--- config.mk ---
export PLATFORM = sky130hd
export DESIGN_NAME = nrzi_encode
export DESIGN_NICKNAME = d
export VERILOG_FILES = /design/src/rtl/usb_pkg.sv /design/src/rtl/nrzi_bit_stuffer.sv /design/src/rtl/nrzi_encode.sv
export SDC_FILE = /design/constraint.sdc
export NUM_CORES = 1
export LEC_CHECK = 0
export CAP_MARGIN = 20
export CORE_AREA = 2 2 39 41
export CTS_BUF_LIST = sky130_fd_sc_hd__clkbuf_16
export DETAILED_ROUTE_END_ITERATION = 6
export DIE_AREA = 0 0 41 43
export PLACE_DENSITY = 0.44
export SYNTH_ARGS = -nofsm -noshare
export SYNTH_HDL_FRONTEND = slang
export SYNTH_SLANG_ARGS = --single-unit
--- constraint.sdc ---
create_clock -name i_clk -period 1.3 [get_ports i_clk]
set_input_delay 0.13 -clock i_clk [delete_from_list [all_inputs] [get_ports i_clk]]
set_output_delay 0.13 -clock i_clk [all_outputs]
set_load 0.01 [all_outputs]
--- src/rtl/usb_pkg.sv ---
// usb_pkg: shared USB line-state constants and bit-stuffing defaults.
package usb_pkg;
    localparam logic USB_J         = 1'b1;
    localparam logic USB_K         = 1'b0;
    localparam int   USB_STUFF_LEN = 6;
endpackage

--- src/rtl/nrzi_bit_stuffer.sv ---
// nrzi_bit_stuffer: tracks runs of data 1s and inserts a 0 after STUFF_LEN of them,
// back-pressuring the source while the stuffed bit goes out.
module nrzi_bit_stuffer
    import usb_pkg::*;
#(
    parameter int STUFF_LEN = USB_STUFF_LEN
) (
    input  logic i_clk,
    input  logic i_rstn,
    input  logic i_data,
    input  logic i_valid,
    output logic o_ready,
    output logic o_bit,
    output logic o_bit_valid,
    output logic o_stuff
);
    localparam int CW = $clog2(STUFF_LEN + 1);

    logic [CW-1:0] count, count_n;
    logic          stuff_pend, stuff_pend_n;
    logic          accept;

    assign o_ready     = ~stuff_pend;
    assign accept      = i_valid & ~stuff_pend;
    assign o_bit       = stuff_pend ? 1'b0 : i_data;
    assign o_bit_valid = accept | stuff_pend;
    assign o_stuff     = stuff_pend;

    always_comb begin
        count_n      = '0;
        stuff_pend_n = 1'b0;
        if (accept && i_data) begin
            if (count == CW'(STUFF_LEN - 1))
                stuff_pend_n = 1'b1;
            else
                count_n = count + CW'(1);
        end
    end

    always_ff @(posedge i_clk or negedge i_rstn) begin
        if (!i_rstn) begin
            count      <= '0;
            stuff_pend <= 1'b0;
        end else begin
            count      <= count_n;
            stuff_pend <= stuff_pend_n;
        end
    end
endmodule

--- src/rtl/nrzi_encode.sv ---
// nrzi_encode: USB-style NRZI transmit encoder with bit stuffing;
// a 0 toggles the line, a 1 holds it, idle returns the line to J.
module nrzi_encode
    import usb_pkg::*;
#(
    parameter int STUFF_LEN = USB_STUFF_LEN
) (
    input  logic i_clk,
    input  logic i_rstn,
    input  logic i_data,
    input  logic i_valid,
    output logic o_ready,
    output logic o_nrzi,
    output logic o_valid,
    output logic o_stuff
);
    logic bit_d, bit_v, bit_s;

    nrzi_bit_stuffer #(.STUFF_LEN(STUFF_LEN)) u_stuffer (
        .i_clk      (i_clk),
        .i_rstn     (i_rstn),
        .i_data     (i_data),
        .i_valid    (i_valid),
        .o_ready    (o_ready),
        .o_bit      (bit_d),
        .o_bit_valid(bit_v),
        .o_stuff    (bit_s)
    );

    // o_nrzi doubles as the line-state register: it always equals the last level driven.
    always_ff @(posedge i_clk or negedge i_rstn) begin
        if (!i_rstn) begin
            o_nrzi  <= USB_J;
            o_valid <= 1'b0;
            o_stuff <= 1'b0;
        end else begin
            o_nrzi  <= bit_v ? (bit_d ? o_nrzi : ~o_nrzi) : USB_J;
            o_valid <= bit_v;
            o_stuff <= bit_s;
        end
    end
endmodule
==> flow_summary.yaml <==
die:
  rows: 14
  start_util_pct: 19.9
  die_area_um2: 1760
  fp.dieH_um: 43
  die_w_um: 41
  fp.coreArea_um2: 1380
  io_pins: 8
synth:
  yosys-top-cells-count: "dfrtp_1, nand2b_1, nand3b_1"
  syn_nets: 26
  synth_seq_cells: 7
  synth-edff-count: 0
  yosysSeqAreaShare_pct: 64.1
  ys_types: 15
  yosys-top-cells-area: "dfrtp_1, dfstp_2, nand3b_1, nand2b_1, nor4bb_1"
  yosys.area.top_type: "dfrtp_1"
  syn_inst: 22
  synth_top_area_share_pct: 54.5
  yosysMostFrequentCell: "dfrtp_1"
  synthesis.area_um2: 275
  ys_warn_count: 0
  synth-main-ff-cell: "dfrtp_1"
  async_flop_share_pct: 100
  syn_avg_cell_area_um2: 12.5
clocking:
  cts-buffers-inserted: 3
  clk_root_buffer_cell: "clkbuf_16"
  cts_tree: "done"
  clock_path_buffers: 2
  clk_pin_slew_ps: 30
  holdBufCountCts: 0
  cts_htree_levels: 1
  worst_skew_pair.late_latency_ps: 230
  clock_sinks: 7
power:
  p_total_mw: 0.774
  power.leakage_nw: 0.192
  power_density_nw_per_um2: 1720
  vdd_drop_max_uv: 468
route:
  drt_iter0_drc: 0
  final_antenna_net_count: 0
  wl_per_cell_um: 11.0
  drt_first_pass_iters: 1
  drc: 0
  drt-total-wl_um: 549
  avgViaCountPerCell: 4.36
  vias: 218
worst_setup_path:
  crit_family: "buffers and inverters"
  required_ps: 1170
  crit_buf_inv: 1
  cp-end-kind: "output pin"
  cp_slowest_cell: "clkdlybuf4s50_1"
  crit_path_max_incr_delay_ps: 530
  startpoint_type: "flop"
  critPathKind: "reg -> out"
  arrival_ps: 1070
  path_max_fanout: 1
  cp_cell_sequence: "clkdlybuf4s50_1"
place:
  post-place-ws_ps: 109
  dpl_cell_area_um2: 365
  portBuffers: 7
  gp_congestion: 0.610
layout:
  antenna_cells: 0
  final_area_um2: 449
  fin_nets: 39
  utilization_pct: 32.5
  area_growth_pct: 63.2
  layout-drive-gt1-share_pct: 20.6
grt:
  grt_remaining_overflow: 0
  antenna_found_initial: 0
  grt_max_degree: 8
  grt_pass1_vias: 247
  grt_pass1_wl_um: 1030
  track_usage_pct: 9.50
job:
  drv_cap: 0
sta:
  finalHoldViolCount: 0
  period_share_pct: 92.5
  maxSlewHeadroom_pct: 79.6
  setup-violations-final: 0
  fin_ws_ps: 97.4
  period_minus_slack_ps: 1200
  tns_ps: 0
  clock_skew_ps: 0.165
  tightest_slew_ps: 305
  clock.fmax_mhz: 832
  slew_violations: 0
  grt_setup_unrepaired: "false"
status:
  status: "completed"
min_path:
  min_path_type: "in -> async"
## kinds of logic after synthesis
logic type / after synthesis / share of synthesized area, %
flops: 7 / 64.1
compound gates: 3 / 7.73
simple gates: 11 / 26.8
buf+inv: 1 / 1.36
## metal layers
metal	GRT usage, %	vias up	wire [um]
li1	-	101	-
met1	8.88	107	198
met3	6.28	2	61
met4	8.00	0	7
met5	0	-	0
met2	13.4	8	282
## cells in the final DEF, fill, tap and decap left out, drive strengths merged
cell	count
clkdlybuf4s50	5
and3b	1
or3b	1
a211oi	1
nand2	1
nand3b	2
buf	1
clkbuf	3
nor3	1
or2	1
dfstp	1
nor2	1
dfrtp	6
inv	2
nor4bb	1
a21oi	2
dlygate4sd2	2
nand2b	2
## final timing paths
kind / from / to / slack [ps] / cells after the start
max in group asynchronous: i_rstn / o_nrzi$_DFFE_PN1P_ / 860 / 1
setup / recovery: o_valid$_DFF_PN0_ / o_valid / 100 / 1
hold reg to reg: u_stuffer.count[1]$_DFF_PN0_ / u_stuffer.o_stuff$_DFF_PN0_ / 500 / 1
min in group i_clk: u_stuffer.count[1]$_DFF_PN0_ / u_stuffer.o_stuff$_DFF_PN0_ / 500 / 1
hold / removal: i_rstn / o_stuff$_DFF_PN0_ / 160 / 1
setup reg to reg: u_stuffer.o_stuff$_DFF_PN0_ / u_stuffer.o_stuff$_DFF_PN0_ / 230 / 3
## sequential cells by signal (all words and copies together) (netlist names)
register	cells
u_stuffer.count	3
o_nrzi	1
o_stuff	1
o_valid	1
u_stuffer.o_stuff	1
## report_power, final
| part | switching (mW) | total, mW | internal, mW |
|---|---|---|---|
| Combinational | 0.0159 | 0.0374 | 0.0215 |
| Sequential | 0.00641 | 0.235 | 0.228 |
| Clock | 0.103 | 0.502 | 0.399 |
## layout make-up
cell class	instances	area, um^2
multi-input combinational	14	95.1
clock inverter	1	3.75
timing repair buffer	8	75.1
sequential	7	176
inverter	1	3.75
fill	143	935
clock buffer	3	75.1
tap	16	20.0
## through the flow
| step | hold WS, ps | instances |
|---|---|---|
| floorplan | -166 | 22 |
| global placement | 404 | 45 |
| detailed placement | 406 | 45 |
| CTS | 170 | 50 |
| global route | 187 | 50 |
| finish | 161 | 50 |
## timing repair
| item | CTS | global route |
|---|---|---|
| setup endpoints to repair | 2 | 0 |
| resized for setup | 2 | 0 |
| setup buffers | 1 | 0 |
No activity file was read; power rests on OpenSTA's default activity.
